File: config.mk
export PLATFORM = sky130hd
export DESIGN_NAME = mvau_weight_loader
export DESIGN_NICKNAME = d
export VERILOG_FILES = /design/src/rtl/mvau_wload_pkg.sv /design/src/rtl/mvau_weight_loader.sv
export SDC_FILE = /design/constraint.sdc
export NUM_CORES = 1
export LEC_CHECK = 0
export CAP_MARGIN = 0
export CELL_PAD_IN_SITES_DETAIL_PLACEMENT = 2
export CELL_PAD_IN_SITES_GLOBAL_PLACEMENT = 2
export CORE_UTILIZATION = 26
export DETAILED_ROUTE_END_ITERATION = 8
export GPL_TIMING_DRIVEN = 0
export PLACE_DENSITY = 0.76
export SLEW_MARGIN = 20
export SYNTH_ARGS = -nofsm -noshare
export SYNTH_HDL_FRONTEND = slang
export SYNTH_SLANG_ARGS = --single-unit
File: constraint.sdc
create_clock -name aclk -period 1.7 [get_ports aclk]
set_clock_uncertainty 0.2 [all_clocks]
set_input_delay 0.17 -clock aclk [delete_from_list [all_inputs] [get_ports aclk]]
set_output_delay 0.17 -clock aclk [all_outputs]
set_load 0.05 [all_outputs]
File: src/rtl/mvau_wload_pkg.sv
// Shared types and helpers for the MVAU weight loader and its weight RAMs.
// A load visits every (address, PE) slot once, so its length is depth*pe beats.
package mvau_wload_pkg;

    typedef enum logic [1:0] {
        WL_IDLE = 2'd0,
        WL_LOAD = 2'd1,
        WL_DONE = 2'd2
    } wl_state_t;

    function automatic int wl_beats(input int depth, input int pe);
        return depth * pe;
    endfunction

endpackage

File: src/rtl/mvau_weight_loader.sv
// Accepts a weight stream and scatters word k to PE (k mod PE), address (k div PE),
// through one registered write port shared by all PE weight memories.
module mvau_weight_loader
    import mvau_wload_pkg::*;
#(
    parameter int SIMD         = 2,
    parameter int TW           = 1,
    parameter int PE           = 2,
    parameter int WMEM_DEPTH   = 4,
    parameter int WMEM_ADDR_BW = 4
) (
    input  logic                    aclk,
    input  logic                    rst,
    input  logic                    load_start,
    input  logic [SIMD*TW-1:0]      s_axis_tdata,
    input  logic                    s_axis_tvalid,
    output logic                    s_axis_tready,
    input  logic                    s_axis_tlast,
    output logic [PE-1:0]           wmem_we,
    output logic [WMEM_ADDR_BW-1:0] wmem_waddr,
    output logic [SIMD*TW-1:0]      wmem_wdata,
    output logic                    load_busy,
    output logic                    load_done,
    output logic                    load_err
);

    localparam int                      DW        = SIMD * TW;
    localparam int                      PE_BW     = (PE > 1) ? $clog2(PE) : 1;
    localparam logic [PE_BW-1:0]        PE_LAST   = PE_BW'(PE - 1);
    localparam logic [WMEM_ADDR_BW-1:0] ADDR_LAST = WMEM_ADDR_BW'(WMEM_DEPTH - 1);

    wl_state_t               r_state;
    wl_state_t               w_state_next;
    logic [PE_BW-1:0]        r_pe_cnt;
    logic [WMEM_ADDR_BW-1:0] r_addr_cnt;
    logic [PE-1:0]           r_we;
    logic [WMEM_ADDR_BW-1:0] r_waddr;
    logic [DW-1:0]           r_wdata;
    logic                    r_err;

    logic                    w_tready;
    logic                    w_busy;
    logic                    w_done;
    logic                    w_start;
    logic                    w_beat;
    logic                    w_final;
    logic                    w_err_set;
    logic [PE-1:0]           w_we_dec;

    assign w_beat    = s_axis_tvalid & w_tready;
    assign w_final   = (r_pe_cnt == PE_LAST) && (r_addr_cnt == ADDR_LAST);
    // Framing is wrong when tlast disagrees with the slot position: early or missing.
    assign w_err_set = w_beat & (w_final ^ s_axis_tlast);

    for (genvar gi = 0; gi < PE; gi++) begin : g_we_dec
        assign w_we_dec[gi] = (r_pe_cnt == PE_BW'(gi));
    end

    always_comb begin
        w_state_next = r_state;
        w_tready     = 1'b0;
        w_busy       = 1'b0;
        w_done       = 1'b0;
        w_start      = 1'b0;
        unique case (r_state)
            WL_IDLE: begin
                if (load_start) begin
                    w_start      = 1'b1;
                    w_state_next = WL_LOAD;
                end
            end
            WL_LOAD: begin
                w_tready = 1'b1;
                w_busy   = 1'b1;
                if (s_axis_tvalid && (w_final || s_axis_tlast)) begin
                    w_state_next = WL_DONE;
                end
            end
            WL_DONE: begin
                w_done = 1'b1;
                if (load_start) begin
                    w_start      = 1'b1;
                    w_state_next = WL_LOAD;
                end else begin
                    w_state_next = WL_IDLE;
                end
            end
            default: begin
                w_state_next = WL_IDLE;
            end
        endcase
    end

    always_ff @(posedge aclk) begin
        if (rst) begin
            r_state    <= WL_IDLE;
            r_pe_cnt   <= '0;
            r_addr_cnt <= '0;
            r_we       <= '0;
            r_waddr    <= '0;
            r_wdata    <= '0;
            r_err      <= 1'b0;
        end else begin
            r_state <= w_state_next;
            r_we    <= w_beat ? w_we_dec : '0;
            if (w_beat) begin
                r_waddr <= r_addr_cnt;
                r_wdata <= s_axis_tdata;
            end
            if (w_start) begin
                r_pe_cnt   <= '0;
                r_addr_cnt <= '0;
                r_err      <= 1'b0;
            end else if (w_beat) begin
                if (r_pe_cnt == PE_LAST) begin
                    r_pe_cnt   <= '0;
                    r_addr_cnt <= r_addr_cnt + WMEM_ADDR_BW'(1);
                end else begin
                    r_pe_cnt <= r_pe_cnt + PE_BW'(1);
                end
                if (w_err_set) begin
                    r_err <= 1'b1;
                end
            end
        end
    end

    assign s_axis_tready = w_tready;
    assign load_busy     = w_busy;
    assign load_done     = w_done;
    assign load_err      = r_err;
    assign wmem_we       = r_we;
    assign wmem_waddr    = r_waddr;
    assign wmem_wdata    = r_wdata;

endmodule

==> impl_metrics.tcl <==
set metrics [dict create \
    die_w_um 52.0 \
    fp-row-count 17 \
    grt_pass1_vias 569 \
    arrival_ps 1240 \
    grt_util_all_layers_pct 12.6 \
    nets 99 \
    syn_inst 68 \
    grt_start_max_net_pins 11 \
    postCtsSetupBuffers 0 \
    setup_viol 0 \
    slowest_stage "dfxtp_4" \
    finalCriticalPeriod_ps 1610 \
    p_per_area_nw_per_um2 825 \
    finish.utilization_pct 39.0 \
    die_area_um2 2710 \
    cp.required_ps 1330 \
    ios 19 \
    antenna_cells 0 \
    tns_ps 0 \
    coreArea_um2 2280 \
    fmax_mhz 619 \
    combPwrFrac_pct 13.4 \
    wire_per_inst_um 12.5 \
    gr-total-overflow 0 \
    max_cap_viol_count 0 \
    cts_max_path_buffers 2 \
    p_leak_uw 0.000431 \
    synth_area_um2 651 \
    antenna_found_initial 0 \
    stdcell_area_um2 888 \
    cts_hold_buf 0 \
    cell_internal_pwr_uw 551 \
    hpwl_um 1160 \
    routed_wl_um 1470 \
    outcome "complete, no violations" \
    synth_top_area_cell "dfxtp_1" \
    ff2ff_setup_slack_ps 200 \
    drt_iter0_markers 4 \
    vdd_ir_drop_max_mv 0.411 \
    drc_errors 0 \
    io_buffers 17 \
    syn-num-nets 77 \
    switching_share_pct 24.9 \
    final_cells 117 \
    path_clk_slew_ps 90 \
    area_delta_synth_final_pct 36.5 \
    vias 543 \
    drv_slew 0 \
    min_path_type "primary input to flip-flop" \
    yosysWarnings 0 \
    critPathLaunchType "flip-flop" \
    period_share_pct 95.0 \
    switchingPower_uw 183 \
    clockRootBuffer "clkbuf_4" \
    die_h_um 52.0 \
    crit_type "flip-flop to output pin" \
    ys_seq_area_share_pct 49.2 \
    vias_per_cell 4.64 \
    gp_congestion 0.676 \
    clkPwrFrac_pct 33.8 \
    ys_seq_elements 16 \
    grt_pass1_wl_um 2390 \
    clk_latency_ps 290 \
    cts.sinks 16 \
    tritoncts "built" \
    seq_power_share_pct 52.9 \
    cts_resized 26 \
    avgSynthCellArea_um2 9.57 \
    crit_path_max_fanout 8 \
    hold_ws_ps 8.09 \
    placed_area_um2 856 \
    drive_gt1_share_pct 16.9 \
    dr.pass1.iters 2 \
    synthDistinctLibCells 23 \
    synth_top_area_share_pct 49.2 \
    worst_setup_path_end_kind "output pin" \
    crit_path_max_incr_delay_ps 380 \
    slew-limit-headroom_pct 67.0 \
    cts_htree_levels 1 \
    drtAntennaViolNets 0 \
    synth.top_cells.by_area "dfxtp_1, mux2i_1, nor2_1" \
    hold_violations 0 \
    path_cells "nor2b_1, clkbuf_4, buf_4, buf_6" \
    cts_buffers 3 \
    max_slew.worst_pin.slew_ps 497 \
    initial_core_util_pct 28.6 \
    place_inst 113 \
]
[cell type report]
| type | instances | area [µm²] |
|---|---|---|
| clock buffer | 4 | 36.3 |
| tap | 28 | 35.0 |
| sequential | 16 | 325 |
| timing repair buffer | 17 | 159 |
| multi-input combinational | 46 | 299 |
| inverter | 2 | 7.51 |
| buffer | 4 | 26.3 |
| fill | 264 | 1390 |
[critical path: cells and delay by family, from the launching register on]
family,cells,cell delay (ps)
buffers and inverters,3,450
AND/OR/NAND/NOR,1,130
flip-flops,1,380
[layout by cell type, fill, tap and decap left out, types with 2 or more instances in the layout]
cell type,netlist,layout
a21oi_1,5,5
buf_4,2,3
clkbuf_4,0,4
clkdlybuf4s50_1,0,5
dfxtp_1,16,14
dlygate4sd2_1,0,9
ha_1,2,2
inv_1,2,2
mux2i_1,4,4
nand2_1,4,4
nand2b_1,3,3
nand3_1,5,5
nor2_1,9,9
o21ai_0,2,2
or3_1,2,2
xor2_1,2,2
[power by group through the flow]
stage	Clock (µW)	Combinational [µW]	Sequential (µW)
2_1_floorplan	0	52.3	408
3_3_place_gp	0	98.3	397
3_5_place_dp	0	100	397
4_1_cts	260	98.1	389
5_1_grt	276	105	389
6_report	247	98.0	388
[Yosys cell counts]
library cell and n:
nand4b_4 1, dfxtp_1 16, inv_1 2, or3_1 2, a21oi_2 1, clkbuf_1 1
a31oi_1 1, o21ai_0 2, xor2_1 2, nand2_1 4, nand3_1 5, nand2b_1 3
clkbuf_2 1, nor2_1 9, mux2i_1 4, ha_1 2, nor2b_1 1, a21oi_1 5
nor3b_1 1, nor3_1 1, buf_4 2, nand3b_2 1, and2b_1 1
[sequential cells by signal (all words and copies together) (netlist names)]
name,flops
r_pe_cnt,1
r_state,2
wmem_waddr,4
load_err,1
r_addr_cnt,4
wmem_wdata,2
wmem_we,2
[through the flow]
stage / setup WS [ps] / total power (µW)
floorplan: 196 / 460
global placement: -347 / 495
detailed placement: -367 / 498
CTS: 14.8 / 747
global route: -17.5 / 770
finish: 85.0 / 733
[routing by layer]
metal	track usage [%]	vias to the layer above	part of all wire, %	wire, µm
met3	5.26	2	4.3	63
met2	21.6	13	51	753
met1	13.3	260	43	636
li1	-	268	-	-
met5	0	-	0	0
met4	5.41	0	0.82	12
[final timing paths]
check / end / depth (start not counted) / start
worst min register to register: wmem_wdata[1] / 2 / wmem_wdata[1]
worst min-delay path: wmem_wdata[1] / 3 / s_axis_tvalid
worst max register to register: r_state[0] / 6 / r_addr_cnt[1]
worst max-delay path: s_axis_tready / 4 / r_state[0]
[cells by family (layout without fill, tap and decap cells)]
group                      count (synthesis)  count (layout)  share of synthesized area [%]
and+or+nand+nor                           29              29                           25.6
DFF                                       16              16                           49.2
AOI/OAI and AO/OA                          9               9                           7.69
buffers and inverters                      6              27                           4.81
muxes                                      4               4                           6.15
adders and majority gates                  2               2                           3.85
xor gates and xnor gates                   2               2                           2.69
Note: power is estimated with default switching activity, not from simulation.
